## config.mk

```make
export PLATFORM = sky130hd
export DESIGN_NAME = pcie_cfg_ctrl
export DESIGN_NICKNAME = d
export VERILOG_FILES = /design/src/rtl/pcie_cfg_ctrl.sv
export SDC_FILE = /design/constraint.sdc
export NUM_CORES = 1
export LEC_CHECK = 0
export ABC_CLOCK_PERIOD_IN_PS = 4400
export BUFFER_PORTS_ARGS = -buffer_cell sky130_fd_sc_hd__buf_2
export CAP_MARGIN = 20
export CORE_ASPECT_RATIO = 0.7
export CORE_MARGIN = 2
export CORE_UTILIZATION = 40
export CTS_BUF_LIST = sky130_fd_sc_hd__clkbuf_16
export DETAILED_ROUTE_END_ITERATION = 8
export GPL_ROUTABILITY_DRIVEN = 0
export SYNTH_ARGS = -nofsm -noshare
export SYNTH_HDL_FRONTEND = slang
export SYNTH_SLANG_ARGS = --single-unit
```

## constraint.sdc

```tcl
create_clock -name clock -period 4.4 [get_ports clock]
set_clock_uncertainty 0.1 [all_clocks]
set_input_delay 0.88 -clock clock [delete_from_list [all_inputs] [get_ports clock]]
set_output_delay 0.88 -clock clock [all_outputs]
set_load 0.02 [all_outputs]
```

## src/rtl/pcie_cfg_ctrl.sv

```systemverilog
// Interrupt arbiter, completion tracker and turnoff gate sitting on the PCIe core cfg_* interface.
// Latency: irq_req -> cfg_interrupt 2 cycles when idle; cfg_interrupt_rdy -> irq_ack 1 cycle.
// Backpressure: cfg_interrupt is held with a stable vector until cfg_interrupt_rdy; requests stay latched meanwhile.
module pcie_cfg_ctrl #(
  parameter int NCHAN           = 8,
  parameter int MAX_OUTSTANDING = 32,
  parameter int HOLDOFF         = 2,
  localparam int CW = $clog2(MAX_OUTSTANDING + 1),
  localparam int IW = (NCHAN > 1) ? $clog2(NCHAN) : 1,
  localparam int GW = $clog2(HOLDOFF + 1)
) (
  input  logic             clock,
  input  logic             reset,
  input  logic [NCHAN-1:0] irq_req,
  output logic [NCHAN-1:0] irq_ack,
  output logic             cfg_interrupt,
  input  logic             cfg_interrupt_rdy,
  output logic [7:0]       cfg_interrupt_di,
  input  logic             cfg_interrupt_msienable,
  input  logic [2:0]       cfg_interrupt_mmenable,
  input  logic             np_req,
  input  logic             cpl_done,
  input  logic             cfg_to_turnoff,
  output logic             cfg_turnoff_ok,
  output logic             cfg_trn_pending,
  output logic [CW-1:0]    outstanding,
  output logic [1:0]       err_flags
);

  typedef enum logic [1:0] {IDLE, REQ, GAP} irq_state_t;
  typedef enum logic {RUN, ACKED} to_state_t;

  irq_state_t       state, state_d;
  to_state_t        to_state, to_state_d;
  logic [NCHAN-1:0] pend, clr;
  logic [IW-1:0]    ptr, ptr_d, chan, chan_d, grant;
  logic [GW-1:0]    gap, gap_d;
  logic             int_d;
  logic [7:0]       di_d, mask;
  logic [CW-1:0]    cnt_d;
  logic [1:0]       err_d;
  logic             ok_d;
  logic [IW:0]      slot;

  // Sticky request latch; a new request in the clearing cycle keeps the bit set.
  always_ff @(posedge clock or posedge reset) begin
    if (reset) pend <= '0;
    else       pend <= (pend & ~clr) | irq_req;
  end

  // Round-robin pick: first pending channel at or after the pointer, wrapping.
  always_comb begin
    grant = '0;
    slot  = '0;
    for (int k = NCHAN - 1; k >= 0; k--) begin
      slot = {1'b0, ptr} + (IW+1)'(k);
      if (slot >= (IW+1)'(NCHAN)) slot = slot - (IW+1)'(NCHAN);
      if (pend[slot[IW-1:0]]) grant = slot[IW-1:0];
    end
  end

  // Vector mask from the number of MSI vectors the host allocated.
  always_comb begin
    mask = 8'((9'd1 << cfg_interrupt_mmenable) - 9'd1);
  end

  // Interrupt FSM next-state and registered-output values.
  always_comb begin
    state_d = state;
    chan_d  = chan;
    di_d    = cfg_interrupt_di;
    int_d   = cfg_interrupt;
    ptr_d   = ptr;
    gap_d   = gap;
    clr     = '0;
    case (state)
      IDLE: begin
        int_d = 1'b0;
        if ((pend != '0) && cfg_interrupt_msienable && !cfg_to_turnoff) begin
          state_d = REQ;
          chan_d  = grant;
          di_d    = 8'(grant) & mask;
          int_d   = 1'b1;
        end
      end
      REQ: begin
        // Held until accepted even if MSI is disabled or turnoff arrives meanwhile.
        int_d = 1'b1;
        if (cfg_interrupt_rdy) begin
          int_d      = 1'b0;
          clr[chan]  = 1'b1;
          ptr_d      = (chan == IW'(NCHAN - 1)) ? '0 : chan + IW'(1);
          gap_d      = '0;
          state_d    = GAP;
        end
      end
      GAP: begin
        int_d = 1'b0;
        if (gap == GW'(HOLDOFF - 1)) state_d = IDLE;
        else                         gap_d   = gap + GW'(1);
      end
      default: begin
        state_d = IDLE;
        int_d   = 1'b0;
      end
    endcase
  end

  // Interrupt FSM state and handshake registers.
  always_ff @(posedge clock or posedge reset) begin
    if (reset) begin
      state            <= IDLE;
      chan             <= '0;
      ptr              <= '0;
      gap              <= '0;
      cfg_interrupt    <= 1'b0;
      cfg_interrupt_di <= '0;
      irq_ack          <= '0;
    end else begin
      state            <= state_d;
      chan             <= chan_d;
      ptr              <= ptr_d;
      gap              <= gap_d;
      cfg_interrupt    <= int_d;
      cfg_interrupt_di <= di_d;
      irq_ack          <= clr;
    end
  end

  // Outstanding-completion count with saturation/underflow error capture.
  always_comb begin
    cnt_d = outstanding;
    err_d = err_flags;
    case ({np_req, cpl_done})
      2'b10: begin
        if (outstanding == CW'(MAX_OUTSTANDING)) err_d[1] = 1'b1;
        else                                     cnt_d    = outstanding + CW'(1);
      end
      2'b01: begin
        if (outstanding == '0) err_d[0] = 1'b1;
        else                   cnt_d    = outstanding - CW'(1);
      end
      default: cnt_d = outstanding;
    endcase
  end

  // Counter, pending flag and sticky errors update together.
  always_ff @(posedge clock or posedge reset) begin
    if (reset) begin
      outstanding     <= '0;
      cfg_trn_pending <= 1'b0;
      err_flags       <= '0;
    end else begin
      outstanding     <= cnt_d;
      cfg_trn_pending <= (cnt_d != '0);
      err_flags       <= err_d;
    end
  end

  // Turnoff FSM: acknowledge once per turnoff request, only when fully quiet.
  always_comb begin
    to_state_d = to_state;
    ok_d       = 1'b0;
    case (to_state)
      RUN: begin
        if (cfg_to_turnoff && (outstanding == '0) && (state == IDLE) && !np_req) begin
          ok_d       = 1'b1;
          to_state_d = ACKED;
        end
      end
      ACKED: begin
        if (!cfg_to_turnoff) to_state_d = RUN;
      end
      default: to_state_d = RUN;
    endcase
  end

  // Turnoff state and acknowledge pulse register.
  always_ff @(posedge clock or posedge reset) begin
    if (reset) begin
      to_state       <= RUN;
      cfg_turnoff_ok <= 1'b0;
    end else begin
      to_state       <= to_state_d;
      cfg_turnoff_ok <= ok_d;
    end
  end

endmodule
```

==> results.txt <==
Effective utilization at floorplan -> 41.05%
Cell area after placement -> 2997 um2
Drc violations -> 0
Via/cell ratio -> 5.572
Most frequent cells in the layout -> dfrtp_1 (41), buf_2 (39), inv_1 (25)
Fin crit share -> 80.06%
Actual slew at the worst max-slew pin -> 0.7406 ns
Clk slew on worst S/H paths -> 0.06 ns
Sink Count -> 41
GRT Util Overall -> 18.32%
Post-CTS Setup Inserts -> 0
Final nets -> 348
DR vias -> 2318
Overflow after GRT -> 0
Height of the die -> 73.34 um
Peak Freq -> 283.9 MHz
PwrDens -> 589.2 nW/um2
First DRT Iteration DRCs -> 310
# hold bufs at CTS -> 0
Top Family by Delay on Critical Path -> compound AO/OA/AOI/OAI gates
IO Count -> 45
Crit-path cells -> inv_1 -> ha_1 -> mux4_2 -> mux2_2 -> o32a_1 -> a211oi_1 -> o211ai_1 -> o21ai_0
Pwr Total -> 1.861 mW
Pre-Repair DR Iteration Count -> 5
Fill count -> 648
Final non-filler cell total -> 416
Total core area -> 6694 um2
Worst path slowest cell -> dfrtp_1
DP HPWL -> 4.855 mm
Seq/Total Area, Yosys -> 37.34%
WP data required -> 4.50 ns
Final setup fails -> 0
Max Slew Vio Count -> 0
Post-synth EDFFs -> 0
Worst Path Max Fanout -> 13
Fraction of registers with async set/reset -> 100.0%
Worst min-delay path category -> flop to flop
Post_cts resized -> 0
Fraction of layout cells with a size suffix above 1 -> 22.05%
Htree depth -> 2
Slew HR -> 50.63%
Critical path launch point type -> flop
DR WL/cell -> 15.78 um
Root Buffer -> clkbuf_16
Clock buffer depth -> 2
DRT Wirelength -> 6.565 mm
Yosys reg bits -> 41
First-pass GRT wire length -> 10.61 mm
Synthesis-to-finish area growth -> 14.98%
CP bufs+invs -> 1
Placed Cells -> 408
Die area -> 7558 um2
# Max-Cap Violations -> 0
Synth cell types -> 60
Pleak -> 1.480 nW
N_diodes -> 0
Commonest register cell after synthesis -> dfrtp_1
IO buf count -> 39
Number of CTS-inserted buffers -> 5
Worst EP arrival -> 3.62 ns
Largest net degree at the start of global routing -> 42
Peak supply drop -> 0.2042 mV
Commonest non-fill, non-tap cell in the layout -> dfrtp_1
Crit path time final -> 3.523 ns
Outcome -> complete, no violations
CP max stage delay -> 0.70 ns
TritonCTS clock tree -> built
Crit. End Element -> flop
Syn Area/Cell -> 9.574 um2
Post-Syn Instances -> 287
Die Wd -> 103.1 um
Core Rows -> 25
Kind of critical path -> flop to flop
Vias in the first global route -> 2041
Final Cell Area -> 3159 um2
Yosys warns -> 0
TNS Setup -> 0 ns
Antenna violations before repair -> 0
Endpoints failing hold -> 0
Unrepaired setup endpoints after global routing -> false
Antenna Nets Post-Route -> 0
Synthesized area -> 2748 um2
Worst-Skew Late Latency -> 0.28 ns
==> metrics by stage <==
| step | setup slack, ns | hold slack, ns | util, % |
|---|---|---|---|
| 3_5_place_dp | 0.9085 | 0.3503 | 44.77 |
| 4_1_cts | 0.9127 | 0.3714 | 47.20 |
| 3_3_place_gp | 1.044 | 0.3348 | 44.77 |
| 5_1_grt | 0.6120 | 0.3831 | 47.20 |
| 2_1_floorplan | 1.028 | 0.3542 | - |
| 6_report | 0.8775 | 0.3603 | 47.20 |
==> kinds of logic after synthesis <==
logic type,count (synthesis),synth area share (%)
adder cells (fa/ha/maj),9,4.098
AND/OR/NAND/NOR,86,16.67
flip-flops,41,37.34
AO/OA/AOI/OAI,77,19.17
XOR/XNOR,4,1.275
other,1,0.1365
multiplexers,26,14.34
buffers and inverters,43,6.967
==> registers in the layout (all words and copies together), names as in the netlist <==
| signal | cells |
|---|---|
| cfg_interrupt | 1 |
| cfg_interrupt_di | 3 |
| cfg_trn_pending | 1 |
| cfg_turnoff_ok | 1 |
| chan | 3 |
| err_flags | 2 |
| gap | 2 |
| irq_ack | 8 |
| outstanding | 6 |
| pend | 8 |
| ptr | 3 |
| state | 2 |
| to_state | 1 |
==> cells in the mapped netlist (all sizes together), types with 2 or more instances <==
cell,n,area [um2]
a211oi,4,30.03
a21boi,2,15.01
a21o,2,15.01
a21oi,11,55.05
a221oi,2,23.77
a22oi,5,37.54
a32oi,2,17.52
and2,2,12.51
and3,2,12.51
buf,10,67.56
clkbuf,9,33.78
dfrtp,41,1026
ha,9,112.6
inv,24,90.09
mux2,7,78.83
mux2i,9,90.09
mux4,10,225.2
nand2,24,90.09
nand2b,12,75.07
nand3,5,25.02
nor2,15,56.30
nor2b,2,12.51
nor3,9,45.04
nor4b,3,32.53
o211a,2,20.02
o211ai,2,15.01
o21ai,20,100.1
o21bai,6,45.04
o22ai,4,25.02
o31ai,3,22.52
o32a,2,20.02
or2,2,12.52
or4,2,15.01
or4b,3,33.78
xnor2,3,26.28
==> worst paths after layout <==
| kind | start | endpoint | slack [ns] | cells past startpoint |
|---|---|---|---|---|
| worst max-delay path | ptr[0] | cfg_interrupt_di[1] | 0.88 | 8 |
| worst min-delay path | err_flags[0] | err_flags[0] | 0.36 | 1 |
| worst max register to register | ptr[0] | cfg_interrupt_di[1] | 0.88 | 8 |
| worst min register to register | err_flags[0] | err_flags[0] | 0.36 | 1 |
| max in group asynchronous | reset | irq_ack[3] | 3.23 | 3 |
| min in group asynchronous | reset | gap[0] | 0.61 | 3 |
==> worst register-to-register path, delay by kind of cell (launching register included) <==
family | cells | cell delay [ns]
buf+inv | 1 | 0.21
fa+ha+maj | 1 | 0.57
flops | 1 | 0.70
mux | 2 | 0.93
compound gates | 4 | 0.93
==> routing by layer <==
| layer | GRT usage (%) | wire (um) | vias to the layer above |
|---|---|---|---|
| li1 | - | - | 1102 |
| met1 | 30.82 | 3571 | 1095 |
| met2 | 22.80 | 2496 | 114 |
| met3 | 4.662 | 464 | 7 |
| met4 | 3.801 | 33 | 0 |
| met5 | 0 | 0 | - |
==> report_power, final <==
group	total, mW	switching [mW]	internal, mW
sequential	0.634	0.162	0.472
combinational	0.829	0.468	0.361
clock	0.399	0.136	0.263
==> cell type report <==
type                       count  area [um2]  share of cell area [%]
clock buffer                   5       125.1                   3.960
clock inverter                 3       37.54                   1.188
inverter                      24       90.09                   2.851
multi-input combinational    207        1545                   48.91
sequential                    41        1026                   32.48
tap                           94       117.6                   3.723
timing repair buffer          42       217.7                   6.891
(Power assumes the default switching activity.)
